<file path="src/rtl/keypad_decoder_pkg.sv">
`default_nettype none
`timescale 1ns/1ps
// ============================================================================
// Module  : keypad_decoder_pkg
// Brief   : Shared key codes, keypad row/column constants and FSM state
//           encoding for the keypad front end.
// Revision: 1.0 - initial release
// ============================================================================
package keypad_decoder_pkg;

    // Decoded key codes
    localparam logic [3:0] KEY_0    = 4'h0;
    localparam logic [3:0] KEY_1    = 4'h1;
    localparam logic [3:0] KEY_2    = 4'h2;
    localparam logic [3:0] KEY_3    = 4'h3;
    localparam logic [3:0] KEY_4    = 4'h4;
    localparam logic [3:0] KEY_5    = 4'h5;
    localparam logic [3:0] KEY_6    = 4'h6;
    localparam logic [3:0] KEY_7    = 4'h7;
    localparam logic [3:0] KEY_8    = 4'h8;
    localparam logic [3:0] KEY_9    = 4'h9;
    localparam logic [3:0] KEY_STAR = 4'hA;
    localparam logic [3:0] KEY_HASH = 4'hB;
    localparam logic [3:0] KEY_NONE = 4'hF;

    // Row one-hot values (conv8[3:0])
    localparam logic [3:0] ROW_0 = 4'b0001;
    localparam logic [3:0] ROW_1 = 4'b0010;
    localparam logic [3:0] ROW_2 = 4'b0100;
    localparam logic [3:0] ROW_3 = 4'b1000;

    // Column one-hot values (conv8[7:4]); bit 7 is never a legal column
    localparam logic [3:0] COL_0 = 4'b0100;
    localparam logic [3:0] COL_1 = 4'b0010;
    localparam logic [3:0] COL_2 = 4'b0001;

    // Debounce FSM states
    typedef enum logic [1:0] {
        ST_IDLE         = 2'd0,
        ST_PRESS_WAIT   = 2'd1,
        ST_HELD         = 2'd2,
        ST_RELEASE_WAIT = 2'd3
    } kp_state_e;

endpackage
`default_nettype wire

</file>
<file path="src/rtl/keypad_decoder_kp_code_map.sv">
`default_nettype none
`timescale 1ns/1ps
// ============================================================================
// Module  : kp_code_map
// Brief   : Combinational keypad code decoder. Legal codes have exactly one
//           row bit and one of the three column bits set; anything else
//           reports legal=0 and code=KEY_NONE.
// Revision: 1.0 - initial release
// ============================================================================
module kp_code_map (
    input  logic [7:0] conv8,
    output logic       legal,
    output logic [3:0] code
);
    import keypad_decoder_pkg::*;

    // Full-code lookup: a single table covers both legality and mapping
    always_comb begin
        legal = 1'b1;
        code  = KEY_NONE;
        case (conv8)
            {COL_0, ROW_0}: code = KEY_1;
            {COL_1, ROW_0}: code = KEY_2;
            {COL_2, ROW_0}: code = KEY_3;
            {COL_0, ROW_1}: code = KEY_4;
            {COL_1, ROW_1}: code = KEY_5;
            {COL_2, ROW_1}: code = KEY_6;
            {COL_0, ROW_2}: code = KEY_7;
            {COL_1, ROW_2}: code = KEY_8;
            {COL_2, ROW_2}: code = KEY_9;
            {COL_0, ROW_3}: code = KEY_HASH;
            {COL_1, ROW_3}: code = KEY_0;
            {COL_2, ROW_3}: code = KEY_STAR;
            default: begin
                legal = 1'b0;
                code  = KEY_NONE;
            end
        endcase
    end

endmodule
`default_nettype wire

</file>
<file path="src/rtl/keypad_decoder.sv">
`default_nettype none
`timescale 1ns/1ps
// ============================================================================
// Module  : keypad_decoder
// Brief   : Synchronises and debounces the raw keypad code and emits one
//           key_valid pulse per physical press. Optional key_err output is
//           enabled by defining KEYPAD_ERR_EN.
// Revision: 1.0 - initial release
// ============================================================================
module keypad_decoder #(
    parameter int DEB_PRESS   = 20,
    parameter int DEB_RELEASE = 8,
    parameter int CNT_W       = 8
) (
    input  logic       clock,
    input  logic       reset,
    input  logic [7:0] conv8,
    output logic [3:0] key_code,
    output logic       key_valid,
    output logic       key_held
`ifdef KEYPAD_ERR_EN
    ,
    output logic       key_err
`endif
);
    import keypad_decoder_pkg::*;

    localparam logic [CNT_W-1:0] PRESS_LAST   = CNT_W'(DEB_PRESS - 1);
    localparam logic [CNT_W-1:0] RELEASE_LAST = CNT_W'(DEB_RELEASE - 1);
    localparam logic [CNT_W-1:0] CNT_MAX      = {CNT_W{1'b1}};

    logic [7:0]       sync1_q;
    logic [7:0]       s8_q;
    kp_state_e        state_q, state_d;
    logic [7:0]       cand_q, cand_d;
    logic [CNT_W-1:0] cnt_q, cnt_d;
    logic [CNT_W-1:0] cnt_inc;
    logic [3:0]       key_code_q, key_code_d;
    logic             key_valid_q, key_valid_d;
    logic             key_held_q, key_held_d;
`ifdef KEYPAD_ERR_EN
    logic             key_err_q, key_err_d;
`endif
    logic             map_legal;
    logic [3:0]       map_code;

    // The candidate only reaches the end of PRESS_WAIT if s8 still equals it,
    // so decoding the candidate is the same as decoding s8 at acceptance.
    kp_code_map u_map (
        .conv8 (cand_q),
        .legal (map_legal),
        .code  (map_code)
    );

    assign cnt_inc = (cnt_q == CNT_MAX) ? cnt_q : cnt_q + CNT_W'(1);

    // Two-flop synchroniser for the asynchronous keypad lines
    always_ff @(posedge clock or negedge reset) begin
        if (!reset) begin
            sync1_q <= 8'h00;
            s8_q    <= 8'h00;
        end else begin
            sync1_q <= conv8;
            s8_q    <= sync1_q;
        end
    end

    // Debounce FSM next-state, counter and registered-output logic
    always_comb begin
        state_d     = state_q;
        cand_d      = cand_q;
        cnt_d       = cnt_q;
        key_code_d  = key_code_q;
        key_valid_d = 1'b0;
`ifdef KEYPAD_ERR_EN
        key_err_d   = 1'b0;
`endif
        case (state_q)
            ST_IDLE: begin
                cnt_d = '0;
                if (s8_q != 8'h00) begin
                    state_d = ST_PRESS_WAIT;
                    cand_d  = s8_q;
                end
            end
            ST_PRESS_WAIT: begin
                if (s8_q == cand_q) begin
                    if (cnt_q == PRESS_LAST) begin
                        // Illegal codes still go HELD so they must be released
                        state_d = ST_HELD;
                        if (map_legal) begin
                            key_valid_d = 1'b1;
                            key_code_d  = map_code;
                        end else begin
`ifdef KEYPAD_ERR_EN
                            key_err_d = 1'b1;
`endif
                        end
                    end else begin
                        cnt_d = cnt_inc;
                    end
                end else begin
                    state_d = ST_IDLE;
                    cnt_d   = '0;
                end
            end
            ST_HELD: begin
                if (s8_q == 8'h00) begin
                    state_d = ST_RELEASE_WAIT;
                    cnt_d   = '0;
                end
            end
            ST_RELEASE_WAIT: begin
                if (s8_q == 8'h00) begin
                    if (cnt_q == RELEASE_LAST) begin
                        state_d = ST_IDLE;
                    end else begin
                        cnt_d = cnt_inc;
                    end
                end else begin
                    // Release bounce: back to HELD without a new pulse
                    state_d = ST_HELD;
                end
            end
            default: begin
                state_d = ST_IDLE;
                cnt_d   = '0;
            end
        endcase
        key_held_d = (state_d == ST_HELD) || (state_d == ST_RELEASE_WAIT);
    end

    // State, counter and output registers
    always_ff @(posedge clock or negedge reset) begin
        if (!reset) begin
            state_q     <= ST_IDLE;
            cand_q      <= 8'h00;
            cnt_q       <= '0;
            key_code_q  <= 4'h0;
            key_valid_q <= 1'b0;
            key_held_q  <= 1'b0;
`ifdef KEYPAD_ERR_EN
            key_err_q   <= 1'b0;
`endif
        end else begin
            state_q     <= state_d;
            cand_q      <= cand_d;
            cnt_q       <= cnt_d;
            key_code_q  <= key_code_d;
            key_valid_q <= key_valid_d;
            key_held_q  <= key_held_d;
`ifdef KEYPAD_ERR_EN
            key_err_q   <= key_err_d;
`endif
        end
    end

    assign key_code  = key_code_q;
    assign key_valid = key_valid_q;
    assign key_held  = key_held_q;
`ifdef KEYPAD_ERR_EN
    assign key_err   = key_err_q;
`endif

endmodule
`default_nettype wire

</file>
<file path="config.mk">
export PLATFORM = sky130hd
export DESIGN_NAME = keypad_decoder
export DESIGN_NICKNAME = d
export VERILOG_FILES = /design/src/rtl/keypad_decoder_pkg.sv /design/src/rtl/keypad_decoder_kp_code_map.sv /design/src/rtl/keypad_decoder.sv
export SDC_FILE = /design/constraint.sdc
export NUM_CORES = 1
export LEC_CHECK = 0
export BUFFER_PORTS_ARGS = -buffer_cell sky130_fd_sc_hd__buf_2
export CORE_MARGIN = 2
export CORE_UTILIZATION = 58
export DETAILED_ROUTE_END_ITERATION = 6
export PLACE_DENSITY = 0.78
export SLEW_MARGIN = 20
export SYNTH_ARGS = -nofsm -noshare
export SYNTH_HDL_FRONTEND = slang
export SYNTH_HIERARCHICAL = 1
export SYNTH_SLANG_ARGS = --single-unit
</file>
<file path="constraint.sdc">
create_clock -name clock -period 2.75 [get_ports clock]
set_clock_uncertainty 0.15 [all_clocks]
set_input_delay 0.275 -clock clock [delete_from_list [all_inputs] [get_ports clock]]
set_output_delay 0.275 -clock clock [all_outputs]
set_load 0.1 [all_outputs]
</file>
==> metrics.cfg <==
[synth]
synth_area_um2 = 1970
synth_edf_count = 0
synth_common_cells = dfrtp_1 (39), xnor2_1 (13), a21oi_1 (12), mux2_2 (12)
synth_area_leaders = dfrtp_1 (50%), mux2_2 (6.9%), xnor2_1 (5.8%)
yosysSeqAreaShare = 0.496
ys_ff_latch = 39
yosys.area.top_type = dfrtp_1
synth_fp_nets = 190
synthDistinctLibCells = 51
ys.flop_type = dfrtp_1
synthDominantCellAreaShare = 0.496
synth_cells = 179
synth_warnings = 6
async_flop_share = 1.00
yosysMostFrequentCell = dfrtp_1
synth.avg_cell_area_um2 = 11.0

[floorplanning]
initial_core_util = 0.599
dieArea_um2 = 3870
row_count = 21
die_width_um = 62.2
pin_count = 16
fp.dieH_um = 62.2
core_um2 = 3280

[sta]
setup_tns_ns = 0
setup_viol = 0
min_period_ns = 2.46
finalHoldViolCount = 0
rsz0062_at_grt = no
finalMaxSlewViolations = 0
finalCritPeriodShare = 0.894
relSlewSlack = 0.437
tightest_slew_ns = 0.845
fmax_mhz = 407

[power_and_ir_drop]
ir_worst_vdd_mv = 0.376
power_leakage_nw = 0.920
power_mw = 1.39
power.density_nw_per_um2 = 631

[worst_setup_path]
critPathKind = reg2reg
start_kind = flop
crit_required_ns = 2.87
end_kind = flop
crit_chain = or4_1, a311o_2, a21o_2, or3b_2, a21oi_1
critPathSlowestCell = or4_1
cp_data_arrival_time_ns = 2.57
crit_path_max_fanout = 6
slowest_delay_ns = 0.55

[place]
dp_hpwl_um = 2620
io_buffers = 15
dp.cells = 233
gp_congestion = 0.865

[drt]
drtIter0Drc = 87
wire_per_inst_um = 14.6
via_per_inst = 5.86
first_pass_iters = 4
ant_nets = 0
wirelength_um = 3650
drc = 0
vias = 1465

[grt]
grt_max_degree = 40
track_usage = 0.206
grt_pass1_vias = 1425
top_usage_layer = met2
grtUsageMet2 = 0.340
overflow = 0
grt_first_pass_wirelength_um = 6350
grt_use_met3 = 0.0507
antenna_found_initial = 0
grt_use_met1 = 0.267

[layout]
diodes = 0
drive_gt1_frac = 0.225
final_nets = 214
area_growth_pct = 12.2
final_cells = 250

[clock_network]
clockRootBuffer = clkbuf_4
cts_tree = built
cts_buffers = 5
cts_resized = 0
hold_buffers = 9
clkSinkCount = 39
clk_pin_slew_worst_paths_ns = 0.12
cts.path.max_buffers = 2
insertion_delay_ns = 0.34
ctsHtreeMaxLevel = 2
post_cts_buffers = 0

[flow_run]
cap_violations = 0

[outcome]
outcome = completed

[min_path]
hp-class = reg2reg

layout by cell type (no fill, tap or decap), types with 3 or more instances in the layout:
master	instances
inv_1	7
xnor2_1	13
or4_1	5
dlygate4sd3_1	9
mux2_2	12
clkbuf_4	5
o31ai_1	3
nor2_1	6
nor2b_1	3
a21oi_1	12
o21ai_0	7
nand4_1	4
buf_2	15
nor4_1	3
nor3_1	3
a31oi_1	3
xor2_1	3
nand2b_1	3
nand3_1	3
dfrtp_1	39
o211ai_1	5
nand2_1	5
layout make-up:
cell class	instances	area [um2]
Clock buffer	5	37.5
Inverter	7	26.3
Timing Repair Buffer	25	173
Multi-Input combinational cell	125	917
Tap cell	46	57.6
Clock inverter	3	20.0
Sequential cell	39	976
Fill cell	260	1080
report_power, final:
| part | internal, mW | switching, mW |
|---|---|---|
| combinational | 0.186 | 0.156 |
| sequential | 0.625 | 0.142 |
| clock | 0.0976 | 0.186 |
| total | 0.908 | 0.484 |
stage by stage:
stage | hold slack [ns] | util | setup WS (ns) | area, um2
floorplan | -0.171 | - | 0.438 | 1970
global placement | 0.182 | 0.627 | 0.391 | 2060
detailed placement | 0.186 | 0.627 | 0.313 | 2060
CTS | 0.208 | 0.672 | 0.296 | 2210
global route | 0.221 | 0.672 | 0.195 | 2210
finish | 0.198 | 0.672 | 0.292 | 2210
sequential cells by signal, indices dropped and copies added (netlist names):
register and flops:
cand_q 8, cnt_q 8, s8_q 8, sync1_q 8
key_code 4, key_held 1, key_valid 1, state_q 1
per-layer routing:
layer  routed length (um)  vias to the layer above
li1                     -                      710
met4                   49                        0
met3                  106                        6
met2                 1840                       26
met1                 1660                      723
met5                    0                        -
worst paths after layout:
| check | endpoint | depth (start not counted) | start | slack [ns] |
|---|---|---|---|---|
| max | cnt_q[1]$_DFFE_PN0P_ | 5 | s8_q[5]$_DFF_PN0_ | 0.29 |
| min | s8_q[3]$_DFF_PN0_ | 0 | sync1_q[3]$_DFF_PN0_ | 0.20 |
| max reg2reg | cnt_q[1]$_DFFE_PN0P_ | 5 | s8_q[5]$_DFF_PN0_ | 0.29 |
| min reg2reg | s8_q[3]$_DFF_PN0_ | 0 | sync1_q[3]$_DFF_PN0_ | 0.20 |
| max in group asynchronous | cnt_q[2]$_DFFE_PN0P_ | 2 | reset | 1.50 |
| min in group asynchronous | cand_q[7]$_DFFE_PN0P_ | 2 | reset | 0.41 |
cell families after synthesis:
group	after synthesis	synth area share
simple gates	55	0.182
compound gates	41	0.138
flops	39	0.496
xor+xnor	16	0.0712
buf+inv	15	0.0375
mux	12	0.0687
fa+ha+maj	1	0.00636
worst max-delay path, delay by kind of cell (launching register included):
kind | cells | cell delay, ns
and+or+nand+nor | 2 | 0.99
AOI/OAI and AO/OA | 3 | 0.80
DFF | 1 | 0.44
Power figures use the tool's default switching activity.
